==> src/rtl/pll_rst_seq.sv <==
// pll_rst_seq: qualifies the PLL lock flag, holds N_RST downstream resets until
// lock has been stable for LOCK_STABLE cycles, releases them one by one every
// STAGGER cycles, and drops them all again (counting the event) on lock loss.
module pll_rst_seq #(
    parameter int unsigned N_RST       = 4,
    parameter int unsigned LOCK_STABLE = 1024,
    parameter int unsigned STAGGER     = 16,
    parameter int unsigned CNT_W       = 8
) (
    input  logic             sys_clk,
    input  logic             rst,
    input  logic             pll_locked,
    output logic [N_RST-1:0] rst_out_n,
    output logic             seq_done,
    output logic             lock_lost_pulse,
    output logic [CNT_W-1:0] lock_lost_cnt
);

    localparam int unsigned STAB_W = (LOCK_STABLE > 1) ? $clog2(LOCK_STABLE) : 1;
    localparam int unsigned STG_W  = (STAGGER > 1) ? $clog2(STAGGER) : 1;
    localparam int unsigned IDX_W  = (N_RST > 1) ? $clog2(N_RST) : 1;

    localparam logic [STAB_W-1:0] STAB_LAST = STAB_W'(LOCK_STABLE - 1);
    localparam logic [STG_W-1:0]  STG_LAST  = STG_W'(STAGGER - 1);
    localparam logic [CNT_W-1:0]  CNT_MAX   = {CNT_W{1'b1}};

    typedef enum logic [1:0] {
        WAIT_LOCK = 2'd0,
        STABLE    = 2'd1,
        RELEASE   = 2'd2,
        RUN       = 2'd3
    } state_t;

    logic [1:0]        sync_q;
    logic              locked_s;
    state_t            state, state_nxt;
    logic [STAB_W-1:0] stab_cnt, stab_nxt;
    logic [STG_W-1:0]  stg_cnt, stg_nxt;
    logic [IDX_W-1:0]  idx, idx_nxt;
    logic [N_RST-1:0]  rst_nxt;
    logic              done_nxt;
    logic              pulse_nxt;
    logic [CNT_W-1:0]  cnt_nxt;
    logic              loss;

    assign locked_s = sync_q[1];

    // Two-flop synchroniser for the asynchronous PLL lock flag
    always_ff @(posedge sys_clk or posedge rst) begin
        if (rst) begin
            sync_q <= 2'b00;
        end else begin
            sync_q <= {sync_q[0], pll_locked};
        end
    end

    // State, counter and output registers
    always_ff @(posedge sys_clk or posedge rst) begin
        if (rst) begin
            state           <= WAIT_LOCK;
            stab_cnt        <= '0;
            stg_cnt         <= '0;
            idx             <= '0;
            rst_out_n       <= '0;
            seq_done        <= 1'b0;
            lock_lost_pulse <= 1'b0;
            lock_lost_cnt   <= '0;
        end else begin
            state           <= state_nxt;
            stab_cnt        <= stab_nxt;
            stg_cnt         <= stg_nxt;
            idx             <= idx_nxt;
            rst_out_n       <= rst_nxt;
            seq_done        <= done_nxt;
            lock_lost_pulse <= pulse_nxt;
            lock_lost_cnt   <= cnt_nxt;
        end
    end

    // Next-state and next-output logic; lock loss after first release overrides all
    always_comb begin
        state_nxt = state;
        stab_nxt  = stab_cnt;
        stg_nxt   = stg_cnt;
        idx_nxt   = idx;
        rst_nxt   = rst_out_n;
        done_nxt  = seq_done;
        pulse_nxt = 1'b0;
        cnt_nxt   = lock_lost_cnt;
        loss      = 1'b0;

        case (state)
            WAIT_LOCK: begin
                rst_nxt  = '0;
                done_nxt = 1'b0;
                if (locked_s) begin
                    state_nxt = STABLE;
                    stab_nxt  = '0;
                end
            end
            STABLE: begin
                if (!locked_s) begin
                    // Lock dropped before any release: just start qualifying again
                    state_nxt = WAIT_LOCK;
                    stab_nxt  = '0;
                end else if (stab_cnt == STAB_LAST) begin
                    rst_nxt[0] = 1'b1;
                    idx_nxt    = '0;
                    stg_nxt    = '0;
                    stab_nxt   = '0;
                    if (N_RST == 1) begin
                        done_nxt  = 1'b1;
                        state_nxt = RUN;
                    end else begin
                        state_nxt = RELEASE;
                    end
                end else begin
                    stab_nxt = stab_cnt + STAB_W'(1);
                end
            end
            RELEASE: begin
                if (!locked_s) begin
                    loss = 1'b1;
                end else if (stg_cnt == STG_LAST) begin
                    stg_nxt = '0;
                    idx_nxt = idx + IDX_W'(1);
                    for (int i = 0; i < int'(N_RST); i++) begin
                        if (i == int'(idx) + 1) begin
                            rst_nxt[i] = 1'b1;
                        end
                    end
                    if (int'(idx) + 1 == int'(N_RST) - 1) begin
                        done_nxt  = 1'b1;
                        state_nxt = RUN;
                    end
                end else begin
                    stg_nxt = stg_cnt + STG_W'(1);
                end
            end
            RUN: begin
                if (!locked_s) begin
                    loss = 1'b1;
                end
            end
            default: begin
                state_nxt = WAIT_LOCK;
                rst_nxt   = '0;
                done_nxt  = 1'b0;
            end
        endcase

        if (loss) begin
            state_nxt = WAIT_LOCK;
            rst_nxt   = '0;
            done_nxt  = 1'b0;
            pulse_nxt = 1'b1;
            stab_nxt  = '0;
            stg_nxt   = '0;
            idx_nxt   = '0;
            if (lock_lost_cnt != CNT_MAX) begin
                cnt_nxt = lock_lost_cnt + CNT_W'(1);
            end
        end
    end

endmodule
==> config.mk <==
export PLATFORM = sky130hd
export DESIGN_NAME = pll_rst_seq
export DESIGN_NICKNAME = d
export VERILOG_FILES = /design/src/rtl/pll_rst_seq.sv
export SDC_FILE = /design/constraint.sdc
export NUM_CORES = 1
export LEC_CHECK = 0
export ABC_AREA = 1
export BUFFER_PORTS_ARGS = -buffer_cell sky130_fd_sc_hd__buf_2
export CORE_UTILIZATION = 36
export CTS_BUF_LIST = sky130_fd_sc_hd__clkbuf_2 sky130_fd_sc_hd__clkbuf_4 sky130_fd_sc_hd__clkbuf_8
export CTS_CLUSTER_DIAMETER = 120
export DETAILED_ROUTE_END_ITERATION = 10
export PLACE_DENSITY = 0.55
export SLEW_MARGIN = 15
export SYNTH_ARGS = -nofsm -noshare
export SYNTH_HDL_FRONTEND = slang
export SYNTH_SLANG_ARGS = --single-unit
==> constraint.sdc <==
create_clock -name sys_clk -period 2.7 [get_ports sys_clk]
set_input_delay 0.54 -clock sys_clk [delete_from_list [all_inputs] [get_ports sys_clk]]
set_output_delay 0.54 -clock sys_clk [all_outputs]
set_load 0.01 [all_outputs]
After elaboration in Yosys (flattened, before gate mapping)
Cells that the tools add are included.
{"block": "classes", "addsub": 5, "mul": 0, "n_div": 0, "order_cmp": 0, "n_eq_ne": 21, "shift": 0, "mux": 44, "n_bitwise": 0, "n_reduce_logical": 17}
{"cell": "3-bit by 32-bit == test with 1-bit output, first input constant", "count": 2}
{"cell": "10-bit 2-to-1 mux", "count": 4}
{"cell": "2-bit by 32-bit == test with 1-bit output, first input constant", "count": 1}
{"cell": "32-bit logical NOT", "count": 1}
{"cell": "4-bit 2-to-1 mux", "count": 8}
{"cell": "3-bit inequality test, second input constant", "count": 10}
{"cell": "2-bit 2-to-1 mux", "count": 12}
{"cell": "10-bit case mux with 2 select lines", "count": 1}
{"cell": "4-bit AND reduction", "count": 5}
{"cell": "1-bit 2-to-1 mux", "count": 13}
{"cell": "6-bit AND reduction", "count": 2}
{"cell": "10-bit by 1-bit adder with 10-bit output, second input constant", "count": 1}
{"cell": "10-bit == test, second input constant", "count": 1}
{"cell": "3-bit nonzero test", "count": 3}
{"cell": "8-bit by 1-bit adder with 8-bit output, second input constant", "count": 1}
{"cell": "8-bit inequality test, second input constant", "count": 1}
{"cell": "4-bit case mux with 2 select lines", "count": 1}
{"cell": "2-bit case mux with 3 select lines", "count": 1}
{"cell": "3-bit case mux with 2 select lines", "count": 1}
{"cell": "5-bit AND reduction", "count": 1}
{"cell": "4-bit by 1-bit adder with 4-bit output, second input constant", "count": 1}
{"cell": "2-bit == test, second input constant", "count": 2}
{"cell": "4-bit == test, second input constant", "count": 1}
{"cell": "4-bit inequality test, second input constant", "count": 1}
{"cell": "11 further kinds", "count": 12}
{"block": "word_totals", "ff_bits": 34, "latch_bits": 0, "mem_bits_rw": 0, "rom_bits": 0, "inputBits": 3, "out_inout_bits": 14, "word_cells": 99, "n_memories": 0}

Longest topological paths before layout
{"block": "logic_depth", "ltp_word": 7, "mapped_depth": 11, "ltp_nobuf": 10}

Least setup slack after synthesis
OpenSTA, ideal clock, no wires.
{"block": "synth_timing", "path_kind": "flip-flop to flip-flop", "from": "register state[1]", "to": "register stab_cnt[9]", "setup_ps": 65, "arrival_time_ps": 1489, "required_time_ps": 2635, "slack_ps": 1146, "path_stages_with_launch": 12, "n_path_buf": 1, "synth_period_minus_slack_ps": 1554, "cell_sequence": "dfrtp_1 > inv_2 > ha_1 > buf_2 > inv_1 > nand3_1 > nand2_2 > inv_4 > nand3_1 > nor2_1 > nand2_1 > nand2_1"}
{"block": "synth_between", "elab_chain_len": 5, "word_cells_on_any_way": 11, "cone_classes": "4 x eq/ne; 3 x mux; 4 x reduce/logical"}
{"item": "start: declaration", "line_no": "36", "text": "state_t state, state_nxt;"}
{"item": "start signal: assignment", "line_no": "69", "text": "state <= state_nxt;"}
{"item": "2-bit == test", "line_no": "92", "text": "case (state)"}
{"item": "2-bit OR reduction (no line)"}
{"item": "1-bit 2-to-1 mux"}
{"item": "3-bit inequality test (no line) or 3-bit nonzero test (tied branches)"}
{"item": "2-bit AND reduction (no line)"}
{"item": "end signal: assignment", "line_no": "70", "text": "stab_cnt <= stab_nxt;"}
{"item": "end: declaration", "line_no": "37", "text": "logic [STAB_W-1:0] stab_cnt, stab_nxt;"}
Parallel ways exist; a longest one is shown, timed or not.
A chain may end at the register's enable or synchronous reset.

Final worst setup path
Same ends and word-level chain as after synthesis.

==> flow_summary_export.csv <==
group,metric,value,unit
detailed_routing,drt_iter0_drc,88,
global_route,grt_pass1_vias,1387,
timing,finalCritPeriodShare,0.675,
logic_synthesis,syn_nets,232,
clock_network,ctsHoldBuffers,0,
logic_synthesis,synth-seq-cells,33,
logic_synthesis,yosys_warnings,0,
detailed_routing,avgRoutedWirePerCell,11.2,um
layout,nNetsFinal,253,
logic_synthesis,yosysTopAreaCell,"dfrtp_1",
critical_path,cp_max_fo,9,
job,maxCapViolations,0,
logic_synthesis,synth_compound_area_frac,0.0568,
logic_synthesis,synth.distinct_cells,31,
clock_network,cts_tree,"done",
floorplanning,initial_core_util,0.375,
power,p_int,1.18,mW
min_path,hold_class,"in2async",
timing,rsz0062_at_grt,"no",
timing,tightest_slew,0.430,ns
critical_path,startpoint_type,"flip-flop",
timing,report.final.setup_viol,0,
layout,final_util,0.428,
place,gp_congestion,0.816,
clock_network,cts-root-buf,"clkbuf_8",
critical_path,critPathBufInv,3,
critical_path,worst_path_largest_cell_delay,0.45,ns
power,power_frac_comb,0.416,
floorplanning,rows,26,
floorplanning,core_area,5110,sq um
logic_synthesis,synth_edf_count,0,
critical_path,worstSetupStartpoint,"state[1]",
layout,antenna_cells,0,
logic_synthesis,ys.flop_type,"dfrtp_1",
logic_synthesis,synthCells,220,
clock_network,ctsLongestPathBuffers,2,
global_route,grt_pass1_wl,6410,um
layout,drive_above_1_share,0.219,
detailed_routing,routed_wl,3480,um
clock_network,post_cts_resized,0,
timing,finalMaxSlewViolations,0,
clock_network,clock-sinks,33,
layout,area_delta_synth_final,14.2,%
global_route,gr-total-overflow,0,
logic_synthesis,synth_area,1920,sq um
detailed_routing,drc,0,
logic_synthesis,synth_xor_area_frac,0.0548,
critical_path,reg2regPathDepth,10,
layout,n_fill_cell,533,
timing,slew_headroom,0.713,
logic_synthesis,synthMuxAreaShare,0.0170,
floorplanning,die_height,75.0,um
clock_network,clock_latency,0.28,ns
timing,finalHoldViolations,0,
timing,worst_slack,0.877,ns
detailed_routing,ant_nets,0,
power,powerDensity,903,nW/um^2
place,hpwl,2510,um
logic_synthesis,synth_area_per_cell,8.71,sq um
logic_synthesis,synthSimpleGateAreaFrac,0.319,
power,clkPwrFrac,0.246,
power,switchingPower,0.793,mW
power,p_leak,1.11,nW
clock_network,numCtsBuffers,5,
logic_synthesis,synth_most_common_cell,"nand2_1",
place,port_buffers,16,
timing,clock_skew,0.0110,ns
timing,finalSetupTns,0,ns
logic_synthesis,synth_fa_ha_area_frac,0.0587,
timing,min_period,1.82,ns
place,dp_slack,0.909,ns
global_route,track_usage,0.154,
floorplanning,ioPinCount,17,
timing,max_freq,549,MHz
clock_network,post_cts_buffers,0,
logic_synthesis,ys_seq_area_frac,0.431,
detailed_routing,routed_via_density,4.55,
critical_path,crit_family,"simple AND/OR/NAND/NOR gates",
critical_path,crit_chain,"inv_2 > ha_1 > inv_1 > nand3_1 > nand2_2 > inv_4 > nand3_1 > nor2_1 > nand2_1 > nand2_1",
critical_path,reg2reg_from,"state[1]",
logic_synthesis,synth_common_cells,"nand2_1, dfrtp_1, nand3_1",
power,p_seq_frac,0.338,
clock_network,clk_pin_slew_worst_paths,0.07,ns
power,ir_worst_vdd,445,uV
floorplanning,die_area,5620,sq um
detailed_routing,vias,1419,
clock_network,htree_levels,2,
critical_path,critPathKind,"reg2reg",
logic_synthesis,synthTopCellsByArea,"dfrtp_1, nand2_1, nand3_1",
logic_synthesis,synthArstFlopShare,1.00,
critical_path,critical_path_cell_count,10,
outcome,status,"complete, no violations",
global_route,grt_max_degree,34,
critical_path,cp_data_arrival_time,2.04,ns
power,swShare,0.401,
detailed_routing,drt_first_pass_iters,4,
critical_path,cpMaxStageDelayCell,"dfrtp_1",
critical_path,worst-endpoint-required,2.91,ns
logic_synthesis,yosysTopAreaCellShare,0.431,
global_route,antenna_found_initial,0,
logic_synthesis,synth_top_family_by_area,"simple AND/OR/NAND/NOR gates",
critical_path,end_kind,"flip-flop",
floorplanning,die_width,75.0,um
through the flow:
| step | instance area [sq um] | instances | power, mW | hold WS (ns) |
|---|---|---|---|---|
| 2_1_floorplan | 1920 | 220 | 1.33 | 0.331 |
| 3_3_place_gp | 2070 | 304 | 1.50 | 0.333 |
| 3_5_place_dp | 2070 | 304 | 1.50 | 0.335 |
| 4_1_cts | 2190 | 312 | 2.01 | 0.347 |
| 5_1_grt | 2190 | 312 | 2.16 | 0.348 |
| 6_report | 2190 | 312 | 1.98 | 0.344 |
kinds of logic (layout without fill, tap and decap cells):
logic type                 after synthesis  count (layout)
and+or+nand+nor                        116             116
buffers and inverters                   28              50
DFF                                     33              33
muxes                                    3               3
xor gates and xnor gates                12              12
AOI/OAI and AO/OA                       19              19
adders and majority gates                9               9
cells in the final DEF, fill, tap and decap left out, types with 4 or more instances in the layout:
cell,n
nand2_1,40
nand3_1,26
xor2_1,10
nand2_4,4
nor2_2,4
inv_1,20
nand2_2,6
clkbuf_8,6
nor2_1,21
nand4_1,4
a21oi_1,6
o21ai_1,7
dfrtp_1,33
ha_1,9
buf_2,16
inv_2,4
worst reg2reg max path, cell delays in order, from the launching register on:
cell and delay [ns]:
dfrtp_1 0.45, inv_2 0.16, ha_1 0.37, inv_1 0.10, nand3_1 0.11, nand2_2 0.15
inv_4 0.14, nand3_1 0.08, nor2_1 0.09, nand2_1 0.06, nand2_1 0.05
layout make-up:
type / count / area (sq um) / area share
clock buffer: 7 / 90.1 / 0.0412
inverter: 25 / 96.3 / 0.0440
sequential: 33 / 826 / 0.377
clock inverter: 1 / 30.0 / 0.0137
tap: 70 / 87.6 / 0.0400
timing repair buffer: 17 / 87.6 / 0.0400
multi-input combinational: 159 / 971 / 0.444
worst paths after layout:
| kind | end | slack, ns |
|---|---|---|
| max in group asynchronous | stg_cnt[1] | 2.04 |
| hold reg to reg | sync_q[1] | 0.35 |
| setup / recovery | stab_cnt[9] | 0.88 |
| setup reg to reg | stab_cnt[9] | 0.88 |
| min in group sys_clk | sync_q[1] | 0.35 |
| hold / removal | stab_cnt[5] | 0.34 |
per-layer routing:
layer,track usage,share of wire
met5,0,0
met4,0.0566,0.013
met3,0.0455,0.040
met2,0.224,0.42
met1,0.217,0.52
state kept, by name, summed over array words and instances (netlist names):
signal / cells
sync_q: 2
idx: 2
stg_cnt: 4
state: 2
seq_done: 1
lock_lost_pulse: 1
stab_cnt: 10
lock_lost_cnt: 8
rst_out_n: 3
power by group through the flow:
stage / registers [mW] / logic [mW] / clock network, mW
finish: 0.669 / 0.821 / 0.487
global route: 0.687 / 0.947 / 0.523
CTS: 0.669 / 0.833 / 0.507
detailed placement: 0.678 / 0.827 / 0
global placement: 0.677 / 0.825 / 0
floorplan: 0.685 / 0.640 / 0
Note: power is estimated with default switching activity, not from simulation.
